### src/rtl/binary_region_stats.sv
// Per-frame white-pixel area and bounding box of a binary video stream.
// Results are published once at the end of each frame, together with a one-cycle stats_valid strobe.
module binary_region_stats #(
   parameter int IMG_W    = 640,
   parameter int IMG_H    = 480,
   parameter int XW       = (($clog2(IMG_W) > $clog2(IMG_H)) ? $clog2(IMG_W) : $clog2(IMG_H)) + 1,
   parameter int AW       = 20,
   parameter int MIN_AREA = 64
) (
   input  logic          pixelclk,
   input  logic          rst_n,
   input  logic          per_frame_vsync,
   input  logic          per_frame_href,
   input  logic          per_frame_clken,
   input  logic          per_img_Bit,
   output logic [AW-1:0] area_cnt,
   output logic [XW-1:0] x_min,
   output logic [XW-1:0] x_max,
   output logic [XW-1:0] y_min,
   output logic [XW-1:0] y_max,
   output logic          obj_found,
   output logic          stats_valid
);

   localparam logic [XW-1:0] C_MAX      = '1;
   localparam logic [AW-1:0] A_MAX      = '1;
   localparam logic [AW:0]   MIN_AREA_W = (AW+1)'(MIN_AREA);

   logic          vs_d, hs_d, vs_low_seen, frame_armed;
   logic          vs_rise, vs_fall, hs_fall, pix_ok, hit;
   logic [XW-1:0] x, y;
   logic [AW-1:0] acc_area;
   logic [XW-1:0] acc_xmin, acc_xmax, acc_ymin, acc_ymax;

   // A vsync that is already high when reset is released belongs to a partial
   // frame, so a rising edge only counts once vsync has been seen low.
   always_comb begin
      vs_rise = per_frame_vsync & ~vs_d & vs_low_seen;
      vs_fall = ~per_frame_vsync & vs_d;
      hs_fall = ~per_frame_href & hs_d;
      pix_ok  = per_frame_vsync & per_frame_href & per_frame_clken;
      hit     = pix_ok & per_img_Bit;
   end

   always_ff @(posedge pixelclk or negedge rst_n) begin
      if (!rst_n) begin
         vs_d        <= 1'b0;
         hs_d        <= 1'b0;
         vs_low_seen <= 1'b0;
         x           <= '0;
         y           <= '0;
      end else begin
         vs_d        <= per_frame_vsync;
         hs_d        <= per_frame_href;
         vs_low_seen <= vs_low_seen | ~per_frame_vsync;
         if (vs_rise || hs_fall)
            x <= '0;
         else if (pix_ok && x != C_MAX)
            x <= x + 1'b1;
         if (vs_rise)
            y <= '0;
         else if (hs_fall && per_frame_vsync && y != C_MAX)
            y <= y + 1'b1;
      end
   end

   always_ff @(posedge pixelclk or negedge rst_n) begin
      if (!rst_n) begin
         acc_area    <= '0;
         acc_xmin    <= '0;
         acc_xmax    <= '0;
         acc_ymin    <= '0;
         acc_ymax    <= '0;
         frame_armed <= 1'b0;
      end else if (vs_rise) begin
         acc_area    <= '0;
         acc_xmin    <= C_MAX;
         acc_xmax    <= '0;
         acc_ymin    <= C_MAX;
         acc_ymax    <= '0;
         frame_armed <= 1'b1;
      end else begin
         if (hit) begin
            if (acc_area != A_MAX) acc_area <= acc_area + 1'b1;
            if (x < acc_xmin) acc_xmin <= x;
            if (x > acc_xmax) acc_xmax <= x;
            if (y < acc_ymin) acc_ymin <= y;
            if (y > acc_ymax) acc_ymax <= y;
         end
         if (vs_fall) frame_armed <= 1'b0;
      end
   end

   always_ff @(posedge pixelclk or negedge rst_n) begin
      if (!rst_n) begin
         area_cnt    <= '0;
         x_min       <= '0;
         x_max       <= '0;
         y_min       <= '0;
         y_max       <= '0;
         obj_found   <= 1'b0;
         stats_valid <= 1'b0;
      end else if (vs_fall && frame_armed) begin
         area_cnt    <= acc_area;
         obj_found   <= ({1'b0, acc_area} >= MIN_AREA_W);
         stats_valid <= 1'b1;
         // An empty frame reports a zero box rather than the inverted sentinels.
         if (acc_area == '0) begin
            x_min <= '0;
            x_max <= '0;
            y_min <= '0;
            y_max <= '0;
         end else begin
            x_min <= acc_xmin;
            x_max <= acc_xmax;
            y_min <= acc_ymin;
            y_max <= acc_ymax;
         end
      end else begin
         stats_valid <= 1'b0;
      end
   end

endmodule
### config.mk
export PLATFORM = sky130hd
export DESIGN_NAME = binary_region_stats
export DESIGN_NICKNAME = d
export VERILOG_FILES = /design/src/rtl/binary_region_stats.sv
export SDC_FILE = /design/constraint.sdc
export NUM_CORES = 1
export LEC_CHECK = 0
export BUFFER_PORTS_ARGS = -buffer_cell sky130_fd_sc_hd__buf_4
export CAP_MARGIN = 20
export CORE_MARGIN = 5
export CORE_UTILIZATION = 45
export CTS_BUF_LIST = sky130_fd_sc_hd__clkbuf_2 sky130_fd_sc_hd__clkbuf_4 sky130_fd_sc_hd__clkbuf_8
export CTS_CLUSTER_DIAMETER = 60
export DETAILED_ROUTE_END_ITERATION = 10
export GPL_ROUTABILITY_DRIVEN = 0
export SYNTH_ARGS = -nofsm -noshare
export SYNTH_HDL_FRONTEND = slang
export SYNTH_SLANG_ARGS = --single-unit
### constraint.sdc
create_clock -name pixelclk -period 3.04 [get_ports pixelclk]
set_input_delay 0 -clock pixelclk [delete_from_list [all_inputs] [get_ports pixelclk]]
set_output_delay 0 -clock pixelclk [all_outputs]
set_load 0.03 [all_outputs]
==> results of run 1 <==
-- Yosys cell counts (all sizes together), types with 10 or more instances --
cell type	count
nor2	50
dfrtp	156
o31ai	10
ha	46
inv	48
buf	14
xor2	21
xnor2	11
a21oi	11
nand2	80
nand3	76
clkbuf	20
o21ai	46
a22o	54
and3	17
-- logic make-up after synthesis --
| group | count (synthesis) | synth area share (%) |
|---|---|---|
| adder cells (fa/ha/maj) | 46 | 7.57 |
| multiplexers | 3 | 0.395 |
| AO/OA/AOI/OAI | 145 | 13.9 |
| buffers and inverters | 84 | 5.33 |
| XOR/XNOR | 32 | 3.68 |
| AND/OR/NAND/NOR | 276 | 17.8 |
| flip-flops | 156 | 51.3 |
-- metal layers --
| layer | part of all wire (%) | vias up | GRT usage (%) |
|---|---|---|---|
| met5 | 0 | - | 0 |
| met4 | 1.2 | 0 | 5.00 |
| met3 | 5.0 | 21 | 5.01 |
| met2 | 47 | 124 | 28.3 |
| met1 | 47 | 2767 | 24.4 |
| li1 | - | 2768 | - |
-- power breakdown --
part / internal, uW / leakage [uW] / switching [uW]
Clock: 928 / 0.000223 / 757
Combinational: 318 / 0.00207 / 517
Sequential: 2240 / 0.00204 / 126
Total: 3480 / 0.00433 / 1400
-- worst max path at each step --
stage	to
floorplan	acc_ymax[0]
global placement	acc_ymin[7]
detailed placement	acc_ymin[8]
CTS	acc_ymax[8]
global route	acc_ymin[8]
finish	acc_ymin[8]
-- layout make-up --
type                            count  area [um2]
Multi-Input combinational cell    502        3300
Clock buffer                       20         263
Timing Repair Buffer               89         682
Fill cell                        1514        7810
Clock inverter                     12         170
Inverter                           48         180
Tap cell                          220         275
Sequential cell                   156        3900
-- registers in the layout (all words and copies together) (netlist names), 11 cells and up --
name	count
area_cnt	20
y	11
acc_ymin	11
x_min	11
acc_xmin	11
x_max	11
acc_area	20
x	11
acc_ymax	11
acc_xmax	11
y_min	11
y_max	11
-- per-stage QoR --
step / util (%) / setup WS, ns / cell area (um2) / total power (uW)
6_report: 52.9 / 0.576 / 8770 / 4880
5_1_grt: 52.9 / 0.446 / 8770 / 5110
4_1_cts: 52.9 / 0.614 / 8770 / 4940
3_5_place_dp: 50.1 / 0.641 / 8300 / 3250
3_3_place_gp: 50.1 / 0.657 / 8300 / 3220
2_1_floorplan: - / 0.876 / 7610 / 2910
-- cell usage in the layout (no fill, tap or decap), types with 3 or more instances in the layout --
cell type      netlist  routed
ha_1                46      46
and2_1               8       8
nor3_1               7       7
inv_1               48      48
a21o_1               3       3
clkbuf_8             2      18
a211oi_1             4       4
nand3b_1             3       3
dfrtp_1            156     156
nor2_1              49      48
nand2_1             80      80
bufinv_16            0       4
xor2_1              21      21
mux2i_1              3       3
nand3_1             76      76
a22o_1              50      50
o31ai_1             10      10
nor4_1               3       3
dlygate4sd3_1        0       4
and4_1               8       8
or3_1                3       3
a21oi_1             11      11
xnor2_1             11      11
and3_1              17      17
a22o_2               4       4
nand4_1              7       7
buf_4                1      84
clkinv_2             0       5
nor2b_1              6       6
o21ai_0             45      45
==> metrics.md, run 1 <==
| Metric | Value |
|---|---|
| Hold Path Class | input pin to asynchronous set/reset pin |
| Antenna-violating nets left | 0 |
| Hold slack | 0.171 ns |
| Worst Skew | 0.0120 ns |
| Status | completed |
| Mapped Nets | 794 |
| # port buffers | 71 |
| Pins Over Slew Limit | 0 |
| Root Driver | clkbuf_8 |
| Clock slew at reported path FFs | 0.08 ns |
| Ys flop type | dfrtp_1 |
| CORE AREA | 0.0166 mm2 |
| Worst-Skew Late Latency | 0.46 ns |
| Final #Nets | 866 |
| Effective utilization at floorplan | 45.9% |
| Relative slew margins | 46.5% |
| Residual DRC | 0 |
| ANT cells | 0 |
| CTS Buffer Depth | 2 |
| Post-synth EDFFs | 0 |
| Synth unique cells | 52 |
| Max-cap violations | 0 |
| Max stage delay cell, worst path | o21ai_1 |
| RSZ-0062 raised after global routing | false |
| Wire per inst | 16.2 um |
| Finished Layout Cells | 1047 |
| Post-DP HPWL | 11800 um |
| Full die area | 0.0196 mm2 |
| Reg2reg start | y[2] |
| Minimum clock period | 2.46 ns |
| Largest net degree at the start of global routing | 88 |
| Critical path depth in cells | 7 |
| Drt total wl | 17000 um |
| RR Endpoint | acc_ymin[8] |
| Mapped Cells | 742 |
| Largest fanout on the critical path | 11 |
| Initial DRC Count | 360 |
| Chip height | 140 um |
| P per Cell Area | 557 mW/mm2 |
| Worst Setup Start Kind | flop |
| Depth of the most critical reg-to-reg path | 7 |
| Post-CTS Setup Inserts | 0 |
| Critical Path Sink Type | flop |
| WP data required | 3.43 ns |
| Post_cts resized | 0 |
| Clock sink total | 156 |
| Dpl cells | 1011 |
| H-tree depth | 4 |
| Final period util | 81.1% |
| Crit path max-delay family | compound AO/OA/AOI/OAI gates |
| Vias | 5680 |
| GR Overflow Total | 0 |
| 1st-pass router iterations | 4 |
| FF-to-FF setup slack | 0.58 ns |
| Area contributors post-synth | dfrtp_1, ha_1, a22o_1 |
| Mapped cell area | 0.00761 mm2 |
| Via-per-instance ratio | 5.43 |
| Buf/Inv on CP | 0 |
| Post-synthesis sequential area ratio | 51.3% |
| Worst path most repeated cell | nand3_1 |
| Setup TNS | 0 ns |
| Crit path cell chain | ha_1 -> a21oi_1 -> o21ai_0 -> a311o_1 -> o21ai_1 -> nand3_1 -> nand3_1 |
| Pleak | 0.00433 uW |
| Layout Area Growth over Synthesis | 15.3% |
| Crit path launch | y[2] |
| Share of cells above drive strength 1 | 15.8% |
| Final Hold Fails | 0 |
| # rows | 47 |
| Total CTS buffers | 17 |
| Critical path arrival | 2.86 ns |
| Worst slew pin tran | 0.798 ns |
| Max VDD drop | 302 uV |
| Synthesized area per cell | 10.3 um2 |
| Boundary pin count | 72 |
| GR Util All Layers | 17.9% |
| Area leader, netlist | dfrtp_1 |
| Synthesis warning total | 0 |
| First-pass GRT wire length | 28700 um |
| CP Class | flop to flop |
| Max Freq | 406 MHz |
| Post-synthesis register bit count | 156 |
| CTS tree | yes |
| Top cell type's share of synthesized area | 51.3% |
| Die X | 140 um |
| Vias in the first global route | 5746 |
| CTS Hold Bufs | 4 |
| Async SR Flop Fraction | 100% |
| CP peak stage delay | 0.65 ns |
| Setup Viol. Count Final | 0 |
| Initial antenna violation count | 0 |
Note: power is estimated with default switching activity, not from simulation.
==> run 2: changes to the inputs <==
- PLACE_DENSITY: unset -> 0.66
- clock period: 3.04 -> 2.1 ns (I/O delays scaled with it)
==> run 2 against run 1 <==
The run now ends with negative setup slack left; critical path type unchanged; sequential share of layout area is 3.2 points lower; highest routed layer unchanged; power rose by 44%; die area did not move; largest cell class unchanged; clock skew is 0.0015 ns higher; routed wire length rose by 8.0%; worst hold slack got worse by 0.055 ns; core utilization grew 4.2 points.
==> metrics.md, run 2 (synthesized netlist as in run 1, its figures left out) <==
| Metric | Value |
|---|---|
| Boundary pin count | 72 |
| Clock slew at reported path FFs | 0.08 ns |
| Minimum clock period | 2.13 ns |
| Max-cap violations | 0 |
| Worst-Skew Late Latency | 0.46 ns |
| CORE AREA | 0.0166 mm2 |
| Critical path depth in cells | 7 |
| Fill cell count | 1436 |
| Commonest non-fill, non-tap cells in the layout | dfrtp_1, buf_4, nand2_1, nand3_1, a22o_1 |
| First-pass GRT wire length | 30300 um |
| Via-per-instance ratio | 5.47 |
| Max stage delay cell, worst path | dfrtp_1 |
| Initial antenna violation count | 0 |
| Largest regs | acc_area (20), area_cnt (20) |
| Worst Skew | 0.0135 ns |
| Post-DP HPWL | 12900 um |
| Layout Area Growth over Synthesis | 24.5% |
| Final Hold Fails | 0 |
| Relative slew margins | 59.1% |
| Final period util | 102% |
| Worst setup margin | -0.0339 ns |
| Initial DRC Count | 370 |
| CP peak stage delay | 0.45 ns |
| Worst slew pin tran | 0.613 ns |
| Critical path arrival | 2.48 ns |
| Wire per inst | 16.5 um |
| GR Overflow Total | 0 |
| Total CTS buffers | 17 |
| Effective utilization at floorplan | 45.9% |
| Share of cells above drive strength 1 | 25.4% |
| Setup Viol. Count Final | 10 |
| Final #Nets | 930 |
| Vias in the first global route | 5985 |
| Crit path cell chain | ha_1 -> nand3_2 -> nor3_4 -> a221oi_2 -> a221o_1 -> and2_4 -> a22o_1 |
| Failing checks | negative setup slack |
| 1st-pass router iterations | 5 |
| Dpl cells | 1062 |
| ANT cells | 0 |
| Root Driver | clkbuf_8 |
| FF+latch area | 0.00391 mm2 |
| Hold Path Class | input pin to asynchronous set/reset pin |
| # rows | 47 |
| Setup TNS | -0.252 ns |
| Depth of the most critical reg-to-reg path | 7 |
| # port buffers | 71 |
| Critical Path Sink Type | flop |
| Antenna-violating nets left | 0 |
| Buf/Inv on CP | 0 |
| P per Cell Area | 741 mW/mm2 |
| Drt total wl | 18400 um |
| Worst Setup Start Kind | flop |
| Clock sink total | 156 |
| WP data required | 2.45 ns |
| Die X | 140 um |
| Multi-input gate area | 0.00352 mm2 |
| Largest fanout on the critical path | 5 |
| Residual DRC | 0 |
| Pleak | 0.00468 uW |
| Pins Over Slew Limit | 0 |
| CTS Buffer Depth | 2 |
| Full die area | 0.0196 mm2 |
| Max VDD drop | 521 uV |
| GR Util All Layers | 18.9% |
| Vias | 6078 |
| H-tree depth | 4 |
| CTS tree | yes |
| RSZ-0062 raised after global routing | true |
| Commonest non-fill, non-tap cell in the layout | dfrtp_1 |
| Finished Layout Cells | 1111 |
| Crit path max-delay family | compound AO/OA/AOI/OAI gates |
| Max Freq | 469 MHz |
| Chip height | 140 um |
| CP Class | flop to flop |
| Status | finished with violations |
| Largest net degree at the start of global routing | 67 |
run 2: through the flow:
stage / total power, uW / hold slack, ns / utilization [%] / area, um2 / worst slack [ns]
detailed placement: 4730 / 0.0410 / 52.6 / 8730 / -0.120
global route: 7340 / 0.157 / 57.1 / 9470 / -0.0607
floorplan: 4210 / -0.296 / - / 7620 / 0.000670
CTS: 7080 / 0.130 / 55.6 / 9220 / -0.0250
global placement: 4700 / 0.0350 / 52.6 / 8730 / -0.0153
finish: 7020 / 0.116 / 57.1 / 9470 / -0.0339
run 2: path summary, 6_finish.rpt:
path | to | start | slack, ns
worst max-delay path | acc_ymax[7] | y[8] | -0.03
worst min-delay path | acc_xmax[3] | rst_n | 0.12
worst max register to register | acc_ymax[7] | y[8] | -0.03
worst min register to register | area_cnt[13] | area_cnt[13] | 0.48
max in group asynchronous | acc_area[7] | rst_n | 1.23
min in group pixelclk | hs_d | per_frame_href | 0.26
run 2: repair_timing:
item / in CTS / in global routing
hold buffers: 4 / 0
gates resized for setup: 10 / 44
gates cloned: 0 / 2
endpoints found under the setup margin: 23 / 65
setup buffers: 1 / 10
endpoints found under the hold margin: 99 / 0
pin swaps: 5 / 9
run 2: where the power goes:
group          switching (uW)  leakage (uW)  internal, uW  total, uW
combinational             777       0.00245           510       1290
sequential                171       0.00203          3240       3410
clock                    1150      0.000202          1170       2320
run 2: metal layers:
| metal | part of all wire, % | routed length, um | global-route usage, % |
|---|---|---|---|
| met1 | 46 | 8460 | 25.6 |
| met3 | 4.4 | 811 | 4.40 |
| met4 | 1.7 | 316 | 5.81 |
| met2 | 48 | 8780 | 30.3 |
| met5 | 0 | 0 | 0 |
run 2: final cells by class:
class	count	area share, %
sequential	156	41.3
multi-input combinational	504	37.1
clock inverter	15	1.82
tap	220	2.91
timing repair buffer	151	12.5
inverter	48	1.90
clock buffer	17	2.47
run 2: worst register-to-register path, stage by stage, from the launching register on:
cell and delay [ns]:
dfrtp_1 0.45, ha_1 0.32, nand3_2 0.10, nor3_4 0.22, a221oi_2 0.11, a221o_1 0.44
and2_4 0.22, a22o_1 0.18
